`src/rtl/cache_fill_arbiter_if.sv`:
```
// Bus bundle between the fill arbiter, the two cache miss paths and the memory port.
interface cache_fill_arbiter_if #(
  parameter int unsigned ADDR_W = 16,
  parameter int unsigned DATA_W = 16,
  parameter int unsigned WPB    = 8
);
  localparam int unsigned CNT_W = $clog2(WPB);

  // cache-side requests
  logic              i_miss;
  logic [ADDR_W-1:0] i_miss_addr;
  logic              d_miss;
  logic [ADDR_W-1:0] d_miss_addr;
  logic              st_req;
  logic [ADDR_W-1:0] st_addr;
  logic [DATA_W-1:0] st_data;

  // memory port
  logic              mem_en;
  logic              mem_wr;
  logic [ADDR_W-1:0] mem_addr;
  logic [DATA_W-1:0] mem_wdata;
  logic              mem_rdata_valid;
  logic [DATA_W-1:0] mem_rdata;

  // cache fill / completion side
  logic [DATA_W-1:0] fill_data;
  logic [CNT_W-1:0]  fill_word;
  logic              i_fill_we;
  logic              d_fill_we;
  logic              i_tag_we;
  logic              d_tag_we;
  logic              i_done;
  logic              d_done;
  logic              st_ack;
  logic              busy;

  // arbiter side
  modport master (
    input  i_miss, i_miss_addr, d_miss, d_miss_addr,
    input  st_req, st_addr, st_data,
    input  mem_rdata_valid, mem_rdata,
    output mem_en, mem_wr, mem_addr, mem_wdata,
    output fill_data, fill_word, i_fill_we, d_fill_we,
    output i_tag_we, d_tag_we, i_done, d_done, st_ack, busy
  );

  // caches + memory model side
  modport slave (
    output i_miss, i_miss_addr, d_miss, d_miss_addr,
    output st_req, st_addr, st_data,
    output mem_rdata_valid, mem_rdata,
    input  mem_en, mem_wr, mem_addr, mem_wdata,
    input  fill_data, fill_word, i_fill_we, d_fill_we,
    input  i_tag_we, d_tag_we, i_done, d_done, st_ack, busy
  );
endinterface

```
`src/rtl/cache_fill_arbiter.sv`:
```
// Shares the memory port between I-miss, D-miss and write-through stores and
// sequences block fills: WPB pipelined reads, data steering, then a tag write.
module cache_fill_arbiter #(
  parameter int unsigned ADDR_W = 16,
  parameter int unsigned DATA_W = 16,
  parameter int unsigned WPB    = 8
) (
  input  logic                 clk,
  input  logic                 rst_n,
  cache_fill_arbiter_if.master bus
);
  localparam int unsigned CNT_W     = $clog2(WPB);
  localparam int unsigned BYTE_W    = $clog2(DATA_W / 8);
  localparam int unsigned BLK_BYTES = WPB * (DATA_W / 8);
  localparam logic [ADDR_W-1:0] OFF_MASK  = ADDR_W'(BLK_BYTES - 1);
  localparam logic [CNT_W-1:0]  LAST_WORD = CNT_W'(WPB - 1);

  typedef enum logic [1:0] {
    S_IDLE = 2'd0,
    S_FILL = 2'd1,
    S_DONE = 2'd2
  } state_t;

  typedef enum logic {
    OWN_I = 1'b0,
    OWN_D = 1'b1
  } owner_t;

  state_t            state;
  state_t            state_nxt;
  owner_t            owner;
  logic [ADDR_W-1:0] blk_addr;    // block-aligned base of the fill in progress
  logic [CNT_W-1:0]  issue_cnt;
  logic              issue_done;  // all WPB reads issued
  logic [CNT_W-1:0]  recv_cnt;
  logic              prio_i;      // I-miss jumps the queue after a D fill starved it

  logic              grant_i;
  logic              grant_d;
  logic              issue_en;
  logic              recv_en;
  logic [ADDR_W-1:0] miss_addr;

  // State register
  always_ff @(posedge clk or negedge rst_n) begin
    if (!rst_n) begin
      state <= S_IDLE;
    end else begin
      state <= state_nxt;
    end
  end

  // Grant decision, read issue, data steering and completion pulses
  always_comb begin
    state_nxt     = state;
    grant_i       = 1'b0;
    grant_d       = 1'b0;
    issue_en      = 1'b0;
    recv_en       = 1'b0;
    bus.mem_en    = 1'b0;
    bus.mem_wr    = 1'b0;
    bus.mem_addr  = '0;
    bus.mem_wdata = '0;
    bus.fill_data = '0;
    bus.fill_word = '0;
    bus.i_fill_we = 1'b0;
    bus.d_fill_we = 1'b0;
    bus.i_tag_we  = 1'b0;
    bus.d_tag_we  = 1'b0;
    bus.i_done    = 1'b0;
    bus.d_done    = 1'b0;
    bus.st_ack    = 1'b0;
    bus.busy      = 1'b0;
    // outputs are forced low while reset is held, even for the IDLE store path
    if (rst_n) begin
      bus.busy = (state != S_IDLE);
      unique case (state)
        S_IDLE: begin
          if (prio_i && bus.i_miss) begin
            grant_i = 1'b1;
          end else if (bus.d_miss) begin
            grant_d = 1'b1;
          end else if (bus.st_req) begin
            bus.mem_en    = 1'b1;
            bus.mem_wr    = 1'b1;
            bus.mem_addr  = bus.st_addr;
            bus.mem_wdata = bus.st_data;
            bus.st_ack    = 1'b1;
          end else if (bus.i_miss) begin
            grant_i = 1'b1;
          end
          if (grant_i || grant_d) begin
            state_nxt = S_FILL;
          end
        end
        S_FILL: begin
          if (!issue_done) begin
            issue_en     = 1'b1;
            bus.mem_en   = 1'b1;
            bus.mem_addr = blk_addr | (ADDR_W'(issue_cnt) << BYTE_W);
          end
          if (bus.mem_rdata_valid) begin
            recv_en       = 1'b1;
            bus.fill_data = bus.mem_rdata;
            bus.fill_word = recv_cnt;
            if (owner == OWN_D) begin
              bus.d_fill_we = 1'b1;
            end else begin
              bus.i_fill_we = 1'b1;
            end
            if (recv_cnt == LAST_WORD) begin
              state_nxt = S_DONE;
            end
          end
        end
        S_DONE: begin
          if (owner == OWN_D) begin
            bus.d_tag_we = 1'b1;
            bus.d_done   = 1'b1;
          end else begin
            bus.i_tag_we = 1'b1;
            bus.i_done   = 1'b1;
          end
          state_nxt = S_IDLE;
        end
        default: begin
          state_nxt = S_IDLE;
        end
      endcase
    end
  end

  // Address of the miss being granted this cycle
  always_comb begin
    miss_addr = grant_d ? bus.d_miss_addr : bus.i_miss_addr;
  end

  // Fill bookkeeping: owner/block latch, issue and receive counters, I priority
  always_ff @(posedge clk or negedge rst_n) begin
    if (!rst_n) begin
      owner      <= OWN_I;
      blk_addr   <= '0;
      issue_cnt  <= '0;
      issue_done <= 1'b0;
      recv_cnt   <= '0;
      prio_i     <= 1'b0;
    end else begin
      if (grant_i || grant_d) begin
        owner      <= grant_d ? OWN_D : OWN_I;
        blk_addr   <= miss_addr & ~OFF_MASK;
        issue_cnt  <= '0;
        issue_done <= 1'b0;
        recv_cnt   <= '0;
      end
      if (issue_en) begin
        issue_cnt <= issue_cnt + CNT_W'(1);
        if (issue_cnt == LAST_WORD) begin
          issue_done <= 1'b1;
        end
      end
      if (recv_en) begin
        recv_cnt <= recv_cnt + CNT_W'(1);
      end
      if (state == S_DONE) begin
        prio_i <= (owner == OWN_D) && bus.i_miss;
      end
    end
  end

endmodule

```
`src/flat_wrapper.sv`:
```
// flat-port wrapper written by rule: the top's interface ports become plain ports
module cache_fill_arbiter_flat 
#(
  parameter int unsigned ADDR_W = 16,
  parameter int unsigned DATA_W = 16,
  parameter int unsigned WPB    = 8
)
  (clk, rst_n, bus_i_miss, bus_i_miss_addr, bus_d_miss, bus_d_miss_addr, bus_st_req, bus_st_addr, bus_st_data, bus_mem_rdata_valid, bus_mem_rdata, bus_mem_en, bus_mem_wr, bus_mem_addr, bus_mem_wdata, bus_fill_data, bus_fill_word, bus_i_fill_we, bus_d_fill_we, bus_i_tag_we, bus_d_tag_we, bus_i_done, bus_d_done, bus_st_ack, bus_busy);
  cache_fill_arbiter_if #(.ADDR_W(ADDR_W), .DATA_W(DATA_W), .WPB(WPB)) bus_i ();
  input  logic clk;
  input  logic rst_n;
  input wire logic [$bits(bus_i.i_miss)-1:0] bus_i_miss;
  input wire logic [$bits(bus_i.i_miss_addr)-1:0] bus_i_miss_addr;
  input wire logic [$bits(bus_i.d_miss)-1:0] bus_d_miss;
  input wire logic [$bits(bus_i.d_miss_addr)-1:0] bus_d_miss_addr;
  input wire logic [$bits(bus_i.st_req)-1:0] bus_st_req;
  input wire logic [$bits(bus_i.st_addr)-1:0] bus_st_addr;
  input wire logic [$bits(bus_i.st_data)-1:0] bus_st_data;
  input wire logic [$bits(bus_i.mem_rdata_valid)-1:0] bus_mem_rdata_valid;
  input wire logic [$bits(bus_i.mem_rdata)-1:0] bus_mem_rdata;
  output wire logic [$bits(bus_i.mem_en)-1:0] bus_mem_en;
  output wire logic [$bits(bus_i.mem_wr)-1:0] bus_mem_wr;
  output wire logic [$bits(bus_i.mem_addr)-1:0] bus_mem_addr;
  output wire logic [$bits(bus_i.mem_wdata)-1:0] bus_mem_wdata;
  output wire logic [$bits(bus_i.fill_data)-1:0] bus_fill_data;
  output wire logic [$bits(bus_i.fill_word)-1:0] bus_fill_word;
  output wire logic [$bits(bus_i.i_fill_we)-1:0] bus_i_fill_we;
  output wire logic [$bits(bus_i.d_fill_we)-1:0] bus_d_fill_we;
  output wire logic [$bits(bus_i.i_tag_we)-1:0] bus_i_tag_we;
  output wire logic [$bits(bus_i.d_tag_we)-1:0] bus_d_tag_we;
  output wire logic [$bits(bus_i.i_done)-1:0] bus_i_done;
  output wire logic [$bits(bus_i.d_done)-1:0] bus_d_done;
  output wire logic [$bits(bus_i.st_ack)-1:0] bus_st_ack;
  output wire logic [$bits(bus_i.busy)-1:0] bus_busy;
  assign bus_i.i_miss = bus_i_miss;
  assign bus_i.i_miss_addr = bus_i_miss_addr;
  assign bus_i.d_miss = bus_d_miss;
  assign bus_i.d_miss_addr = bus_d_miss_addr;
  assign bus_i.st_req = bus_st_req;
  assign bus_i.st_addr = bus_st_addr;
  assign bus_i.st_data = bus_st_data;
  assign bus_i.mem_rdata_valid = bus_mem_rdata_valid;
  assign bus_i.mem_rdata = bus_mem_rdata;
  assign bus_mem_en = bus_i.mem_en;
  assign bus_mem_wr = bus_i.mem_wr;
  assign bus_mem_addr = bus_i.mem_addr;
  assign bus_mem_wdata = bus_i.mem_wdata;
  assign bus_fill_data = bus_i.fill_data;
  assign bus_fill_word = bus_i.fill_word;
  assign bus_i_fill_we = bus_i.i_fill_we;
  assign bus_d_fill_we = bus_i.d_fill_we;
  assign bus_i_tag_we = bus_i.i_tag_we;
  assign bus_d_tag_we = bus_i.d_tag_we;
  assign bus_i_done = bus_i.i_done;
  assign bus_d_done = bus_i.d_done;
  assign bus_st_ack = bus_i.st_ack;
  assign bus_busy = bus_i.busy;
  cache_fill_arbiter #(.ADDR_W(ADDR_W), .DATA_W(DATA_W), .WPB(WPB)) u_core (.clk(clk), .rst_n(rst_n), .bus(bus_i));
endmodule
```
`config.mk`:
```
export PLATFORM = sky130hd
export DESIGN_NAME = cache_fill_arbiter_flat
export DESIGN_NICKNAME = d
export VERILOG_FILES = /design/src/rtl/cache_fill_arbiter_if.sv /design/src/rtl/cache_fill_arbiter.sv /design/src/flat_wrapper.sv
export SDC_FILE = /design/constraint.sdc
export NUM_CORES = 1
export LEC_CHECK = 0
export CORE_UTILIZATION = 29
export CTS_BUF_LIST = sky130_fd_sc_hd__clkbuf_8 sky130_fd_sc_hd__clkbuf_16
export DETAILED_ROUTE_END_ITERATION = 10
export PLACE_DENSITY_LB_ADDON = 0.08
export SYNTH_ARGS = -nofsm -noshare
export SYNTH_HDL_FRONTEND = slang
export SYNTH_SLANG_ARGS = --single-unit
```
`constraint.sdc`:
```
create_clock -name clk -period 1.55 [get_ports clk]
set_input_delay 0.2325 -clock clk [delete_from_list [all_inputs] [get_ports clk]]
set_output_delay 0.2325 -clock clk [all_outputs]
set_load 0.01 [all_outputs]
```
==> results of run 1 <==
==> final timing paths <==
check,startpoint,cells after the start,to
max in group asynchronous,rst_n,3,u_core.blk_addr[4]
max,u_core.state[0],7,bus_mem_addr[13]
min in group clk,bus_i_miss,4,u_core.prio_i
max reg2reg,u_core.state[1],5,u_core.blk_addr[6]
min,rst_n,3,u_core.recv_cnt[1]
min reg2reg,u_core.blk_addr[12],1,u_core.blk_addr[12]
==> Yosys cell counts, types with 4 or more instances <==
library cell / n
sky130_fd_sc_hd__buf_2: 6
sky130_fd_sc_hd__mux2_2: 20
sky130_fd_sc_hd__and3_1: 20
sky130_fd_sc_hd__and2_1: 20
sky130_fd_sc_hd__nand2_1: 12
sky130_fd_sc_hd__mux2_4: 4
sky130_fd_sc_hd__a22oi_1: 15
sky130_fd_sc_hd__nor2_1: 21
sky130_fd_sc_hd__clkbuf_1: 6
sky130_fd_sc_hd__o21ai_0: 8
sky130_fd_sc_hd__dfrtp_1: 23
sky130_fd_sc_hd__inv_1: 4
sky130_fd_sc_hd__ha_1: 4
==> final cells by class <==
class / count / area, um^2 / area share [%]
Sequential cell: 23 / 576 / 16.1
Timing Repair Buffer: 197 / 1680 / 47.0
Clock buffer: 3 / 41.3 / 1.16
Inverter: 4 / 17.5 / 0.491
Clock inverter: 1 / 3.75 / 0.105
Tap cell: 72 / 90.1 / 2.53
Multi-Input combinational cell: 146 / 1160 / 32.6
==> report_power, final <==
part	switching, mW	internal [mW]	total (mW)
Combinational	0.695	1.04	1.73
Sequential	0.231	0.863	1.09
Clock	0.185	0.177	0.362
Total	1.11	2.08	3.19
==> per-layer routing <==
metal / track usage (%) / vias to the layer above / wire (um)
met1: 24.6 / 946 / 2670
met3: 4.02 / 2 / 494
met2: 34.2 / 89 / 3010
met4: 4.73 / 0 / 31
li1: - / 1029 / -
met5: 0 / - / 0
==> state kept, by name (all words and copies together), names as in the netlist <==
signal             count
u_core.blk_addr       12
u_core.issue_cnt       3
u_core.recv_cnt        3
u_core.state           2
u_core.issue_done      1
u_core.owner           1
u_core.prio_i          1
==> cells by family (layout without fill, tap and decap cells) <==
group	Yosys count	count (layout)	synth area share (%)
buffers and inverters	22	205	6.85
AO/OA/AOI/OAI	32	32	12.8
multiplexers	24	24	16.6
adder cells (fa/ha/maj)	4	4	2.92
flip-flops	23	23	33.5
AND/OR/NAND/NOR	86	86	27.3
==> critical path: cells and delay by family, from the launching register on <==
family / cells / cell delay [ns]
AO/OA/AOI/OAI: 1 / 0.07
buffers and inverters: 3 / 0.39
flip-flops: 1 / 0.42
AND/OR/NAND/NOR: 3 / 0.52
==> metrics by stage <==
step           hold slack (ns)  setup WS, ns  cell area [um^2]  TNS (ns)
2_1_floorplan          -0.0631       -0.0620              1740    -0.422
3_3_place_gp             0.241        -0.599              3320    -32.26
3_5_place_dp             0.256        -0.635              3320    -33.09
4_1_cts                  0.219        -0.372              3440    -15.00
5_1_grt                  0.263        -0.431              3570    -20.20
6_report                 0.220        -0.355              3570    -14.71
==> timing repair <==
| action | CTS | global route |
|---|---|---|
| hold buffers | 1 | 0 |
| endpoints found under the setup margin | 75 | 75 |
| setup buffers | 20 | 6 |
| gates cloned | 2 | 1 |
| endpoints found under the hold margin | 6 | 0 |
| pin swaps | 6 | 20 |
| gates resized for setup | 278 | 32 |
==> results by group, run 1 <==
Global route
  • First-pass GRT wire length: between 9 and 10 mm
  • Number of antenna violations at the first check in global routing: 0
  • Vias in the first global route: ~2000
  • Global-route usage over all layers: 19.6%
  • Grt total ovfl: 0
  • Largest net degree at the start of global routing: 27

Worst setup path
  • Register-to-register setup slack: -0.03 ns
  • Cells along the critical path: nor2_2 -> and4b_2 -> buf_8 -> buf_8 -> a22oi_2 -> nor2_1 -> buf_2
  • Largest incremental delay on the critical path: 0.42 ns
  • Worst EP arrival: approximately 1.7 ns
  • Worst Path Max Fanout: 7
  • Type of the worst setup path: reg -> out
  • Crit path capture type: output port
  • Critical path's most frequent cell: sky130_fd_sc_hd__buf_8
  • Standard cell with the maximum stage delay on the critical path: sky130_fd_sc_hd__dfrtp_1
  • Worst path required time: 1.32 ns
  • Critical Path Start Type: flop

Clock network
  • CTS HTree Levels: 1
  • Cell at the root of the clock tree: sky130_fd_sc_hd__clkbuf_8
  • Maximum count of clock buffers along a single path: 2
  • Clock Latency Late Sink: between 0.2 and 0.3 ns
  • Register clock-pin slew on the reported worst setup and hold paths: approximately 0.08 ns
  • CTS Buf Count: 3
  • CTS sink cnt: 23
  • Clock tree from TritonCTS: yes

Synth
  • Synthesized area: roughly 0.0017 mm^2
  • Seq/Total Area, Yosys: roughly 34%
  • Post-synthesis register bit count: 23
  • Ys async rst share: 100%
  • Number of unique standard cell types used by synthesis: 31
  • Most frequently used flop master after synthesis: sky130_fd_sc_hd__dfrtp_1
  • Number of synthesized flops with an enable pin: 0
  • Number of warnings printed during yosys synthesis: 0
  • Synth Area per Inst: around 9 um^2
  • Leading area contributor after synthesis: sky130_fd_sc_hd__dfrtp_1
  • Top post-synthesis cells by area: sky130_fd_sc_hd__dfrtp_1 (34%), sky130_fd_sc_hd__mux2_2 (13%), sky130_fd_sc_hd__and2_1 (7.3%), sky130_fd_sc_hd__and3_1 (7.3%), sky130_fd_sc_hd__a22oi_1 (6.6%)
  • Area share of the largest cell type after synthesis: about 34%
  • Number of nets produced by synthesis: between 200 and 300
  • Instance count of the mapped netlist: between 150 and 200

Die
  • Full die area: slightly above 0.006 mm^2
  • Initial Utilization: between 30% and 40%
  • Die width: approximately 79 um
  • Number of cell rows: 27
  • Area of the core: ~0.0056 mm^2
  • Die Ht: 78.9 um
  • IO Count: ~150

Placed design
  • Detailed placer's ending HPWL: about 4.5 mm
  • Final RePlAce weighted congestion: 0.769
  • Cell count after placement: a little over 400
  • Count of buffers from port buffering: between 100 and 150

Detailed routing
  • Antenna violation net count after detailed routing: 0
  • Via total after detailed routing: 2066
  • Post-DR vias/cell: ~4.6
  • Remaining DRCs: 0
  • Number of DRC markers after the initial detailed-route iteration: 68
  • Detailed Route WL: between 6 and 7 mm
  • Number of search-and-repair iterations in the first detailed-routing pass: 4
  • Average wire length per cell after detail routing: about 14 um

STA
  • Final slew viol count: 0
  • Max Fclk: approximately 0.52 GHz
  • Clock Skews: approximately 0.003 ns
  • Final Critical Period: around 1.9 ns
  • RSZ-0062 raised after global routing: yes
  • Transition time of the tightest slew-check pin: 0.341 ns
  • Worst slew margin: about 77%
  • Share of the clock period used by the worst path after layout: 123%
  • Number of hold violations in the final report: 0
  • Final Setup Violations: approximately 70
  • Final worst-path setup slack: -0.355 ns

Layout
  • Number of standard cells in the layout, taps in and fillers out: approximately 450
  • Filler instances: 509
  • Leading cell type in the layout, fill and taps excluded: sky130_fd_sc_hd__clkdlybuf4s50_1
  • Area added between synthesis and finish: 108%
  • Share of layout cells above drive strength 1: between 40 and 50%
  • Commonest non-fill, non-tap cells in the layout: sky130_fd_sc_hd__clkdlybuf4s50_1 (75), sky130_fd_sc_hd__buf_2 (52), sky130_fd_sc_hd__buf_4 (35)
  • NumNets Final: 465
  • Final Util: a little under two thirds
  • Diode count: 0

Flow run
  • Max_cap viols: 0

Outcome
  • Failing checks: setup timing
  • Run status: finished, violations left

Pwr
  • Power density normalized to cell area: 894 mW/mm^2
  • Leakage power total: about 1.7 nW
  • Power, Total: roughly 3.2 mW
  • Worst VDD drop: 0.485 mV

Worst hold path
  • Classification of the worst-slack hold path: in -> async
(Power assumes the default switching activity.)
==> run 2: changes to the inputs <==
--- a/config.mk
+++ b/config.mk
@@ -9,6 +9,7 @@
 export CTS_BUF_LIST = sky130_fd_sc_hd__clkbuf_8 sky130_fd_sc_hd__clkbuf_16
 export DETAILED_ROUTE_END_ITERATION = 10
 export PLACE_DENSITY_LB_ADDON = 0.08
+export REMOVE_ABC_BUFFERS = 1
 export SYNTH_ARGS = -nofsm -noshare
 export SYNTH_HDL_FRONTEND = slang
 export SYNTH_SLANG_ARGS = --single-unit
==> results by group, run 2 (synthesis results as in run 1) <==
STA
  • Number of hold violations in the final report: 0 (unchanged)
  • Max Fclk: 0.528 GHz (+0.60%)
  • Clock Skews: 0.00897 ns (+0.00591 ns)
  • Final worst-path setup slack: -0.343 ns (+0.0114 ns)
  • Transition time of the tightest slew-check pin: 0.233 ns (-0.108 ns)
  • RSZ-0062 raised after global routing: yes
  • Worst slew margin: 84.4% (+7.3 points)
  • Final Setup Violations: 78 (+8.3%)
  • Final slew viol count: 0 (unchanged)
  • Final Critical Period: 1.89 ns (-0.0114 ns)
  • Share of the clock period used by the worst path after layout: 122% (-0.74 points)

Detailed routing
  • Antenna violation net count after detailed routing: 0 (unchanged)
  • Routed length on met3: 473 um (-4.3%)
  • Post-DR vias/cell: 4.82 (+4.0%)
  • Number of DRC markers after the initial detailed-route iteration: 36 (-47%)
  • Detailed Route WL: 6.71 mm (+8.2%)
  • Average wire length per cell after detail routing: 15.5 um (+11%)
  • Via total after detailed routing: 2090 (+1.2%)
  • Total met2 wirelength after detailed routing: 3.20 mm (+6.5%)
  • Top sig layer: met4
  • Number of search-and-repair iterations in the first detailed-routing pass: 4 (unchanged)
  • Routed length on met1: 3.01 mm (+13%)
  • Remaining DRCs: 0 (unchanged)

Placed design
  • Count of buffers from port buffering: 138 (unchanged)
  • Detailed placer's ending HPWL: 4.50 mm (+0.18%)
  • Cell count after placement: 409 (-1.2%)
  • Placed instance area: 0.00335 mm^2 (+0.83%)
  • Final RePlAce weighted congestion: 0.741 (-3.7%)

Worst setup path
  • Register-to-register setup slack: -0.24 ns (-0.21 ns)
  • Depth of the worst register-to-register path: 8 (+3)
  • Critical Path Start Type: flop
  • Type of the worst setup path: reg -> out
  • Largest incremental delay on the critical path: 0.39 ns (-0.03 ns)
  • Crit path capture type: output port
  • Cells along the critical path: nand2_1 -> and4b_2 -> buf_4 -> buf_12 -> a22oi_1 -> nor2_1 -> buf_2
  • Terminus of the critical flop-to-flop path: u_core.blk_addr[12]
  • Worst setup path start: u_core.prio_i
  • Worst EP arrival: 1.66 ns (about the same)
  • Standard cell with the maximum stage delay on the critical path: sky130_fd_sc_hd__dfrtp_1
  • Startpoint of the worst-slack reg-to-reg timing path: u_core.state[1]
  • Worst Path Max Fanout: 8 (+1)
  • Worst path required time: 1.32 ns (about the same)

Clock network
  • CTS Buf Count: 3 (unchanged)
  • Clock Latency Late Sink: 0.27 ns (about the same)
  • Register clock-pin slew on the reported worst setup and hold paths: 0.09 ns (about the same)
  • CTS HTree Levels: 1 (unchanged)
  • Clock tree from TritonCTS: yes
  • CTS sink cnt: 23 (unchanged)
  • Cell at the root of the clock tree: sky130_fd_sc_hd__clkbuf_8
  • Maximum count of clock buffers along a single path: 2 (unchanged)

Worst hold path
  • Classification of the worst-slack hold path: in -> async

Outcome
  • Failing checks: setup timing
  • Run status: finished, violations left

Die
  • IO Count: 147 (unchanged)
  • Die width: 78.9 um (unchanged)
  • Area of the core: 0.00561 mm^2 (unchanged)
  • Number of cell rows: 27 (unchanged)
  • Full die area: 0.00623 mm^2 (unchanged)
  • Initial Utilization: 30.6% (unchanged)
  • Die Ht: 78.9 um (unchanged)

Flow run
  • Max_cap viols: 0 (unchanged)

Layout
  • Diode count: 0 (unchanged)
  • Largest register FFs: 12 (unchanged)
  • Share of layout cells above drive strength 1: 46.7% (-0.64 points)
  • Largest register by flop count: u_core.blk_addr
  • Commonest non-fill, non-tap cells in the layout: sky130_fd_sc_hd__clkdlybuf4s50_1 (75), sky130_fd_sc_hd__buf_2 (50), sky130_fd_sc_hd__buf_4 (24)
  • Filler instances: 481 (-5.5%)
  • Area added between synthesis and finish: 111%
  • Leading cell type in the layout, fill and taps excluded: sky130_fd_sc_hd__clkdlybuf4s50_1
  • Storage element area: 576 um^2 (unchanged)
  • Number of standard cells in the layout, taps in and fillers out: 434 (-2.7%)
  • Total non-filler cell area in the finished layout: 0.00363 mm^2 (+1.7%)
  • Leading registers by flop count: u_core.blk_addr: 12 flops, u_core.issue_cnt: 3 flops, u_core.recv_cnt: 3 flops
  • Total area of multi-input combinational cells: 0.00120 mm^2 (+3.5%)
  • Final Util: 64.7% (+1.1 points)
  • NumNets Final: 453 (-2.6%)

Pwr
  • Fraction of power consumed by the clock network: 11.9% (+0.5 points)
  • Worst VDD drop: 0.509 mV (+4.9%)
  • Fraction of power spent switching nets: 36.0% (+1.1 points)
  • Leakage power total: 1.76 nW (+0.75%)
  • P_int: 2.09 mW (+0.77%)
  • Switching power summed over all nets: 1.18 mW (+5.9%)
  • Relative contribution of sequential cells to total power: 33.8% (-0.5 points)
  • Power density normalized to cell area: 901 mW/mm^2 (+0.84%)
  • Gate power share: 54.3% (about the same)

Global route
  • Largest net degree at the start of global routing: 48 (+78%)
  • Grt total ovfl: 0 (unchanged)
  • Number of antenna violations at the first check in global routing: 0 (unchanged)
  • Vias in the first global route: 1970 (-3.9%)
  • First-pass GRT wire length: 9.85 mm (+2.2%)
  • Global-route usage over all layers: 20.0% (+0.47 points)
run 2: changes by cell type in the layout (fill, tap and decap cells not counted), moves of 3 or more:
cell,delta
sky130_fd_sc_hd__buf_4,-11
sky130_fd_sc_hd__o21ai_2,+4
sky130_fd_sc_hd__a22oi_2,-3
sky130_fd_sc_hd__mux2_2,-7
sky130_fd_sc_hd__clkdlybuf4s15_2,-4
sky130_fd_sc_hd__a22oi_1,+3
sky130_fd_sc_hd__buf_6,-5
sky130_fd_sc_hd__o21ai_0,-3
sky130_fd_sc_hd__buf_8,-3
sky130_fd_sc_hd__buf_12,+9
sky130_fd_sc_hd__mux2_4,+7
run 2: worst max-delay path, delay by kind of cell, from the launching register on:
| kind | cells | cell delay, ns |
|---|---|---|
| DFF | 1 | 0.39 |
| and+or+nand+nor | 3 | 0.42 |
| buffers and inverters | 3 | 0.42 |
| AOI/OAI and AO/OA | 1 | 0.17 |
run 2: worst max path at each step:
| stage | slack (ns) | cells after the start | endpoint |
|---|---|---|---|
| final | -0.34 | 7 | bus_mem_addr[15] |
| after global placement | -0.59 | 7 | bus_mem_addr[7] |
| after floorplan | -0.37 | 3 | u_core.blk_addr[11] |
| after CTS | -0.37 | 7 | bus_mem_addr[15] |
| after detailed placement | -0.66 | 7 | bus_mem_addr[15] |
| after global routing | -0.47 | 7 | bus_mem_addr[6] |
run 2: final cells by class:
class,instances,share of cell area [%]
multi-input combinational,146,33.2
sequential,23,15.9
timing repair buffer,185,46.7
clock buffer,3,1.14
inverter,4,0.414
clock inverter,1,0.207
tap,72,2.48
run 2: per-layer routing:
metal / track usage [%] / up-vias
li1: - / 1007
met1: 26.4 / 1007
met2: 34.3 / 74
met3: 3.56 / 2
met4: 4.18 / 0
met5: 0 / -
run 2: metrics by stage:
stage | power [mW] | setup TNS (ns) | setup WS (ns) | hold WS (ns)
2_1_floorplan | 1.79 | -13.97 | -0.375 | -0.0631
3_3_place_gp | 2.60 | -34.28 | -0.589 | 0.309
3_5_place_dp | 2.65 | -36.43 | -0.659 | 0.322
4_1_cts | 3.04 | -19.29 | -0.372 | 0.0532
5_1_grt | 3.51 | -24.14 | -0.467 | 0.0712
6_report | 3.27 | -18.98 | -0.343 | 0.0538
run 2: repair_timing:
| item | CTS | global route |
|---|---|---|
| pin swaps | 10 | 9 |
| cloned | 3 | 3 |
| setup endpoints to repair | 77 | 78 |
| hold buffers | 0 | 0 |
| buffers inserted | 8 | 9 |
| resized for setup | 279 | 36 |
run 2: power groups by stage:
stage          clock network, mW  registers (mW)  logic [mW]
6_report                   0.388            1.11        1.78
3_5_place_dp                   0            1.08        1.57
2_1_floorplan                  0            1.03       0.764
5_1_grt                    0.425            1.13        1.95
3_3_place_gp                   0            1.07        1.54
4_1_cts                    0.397            1.08        1.56
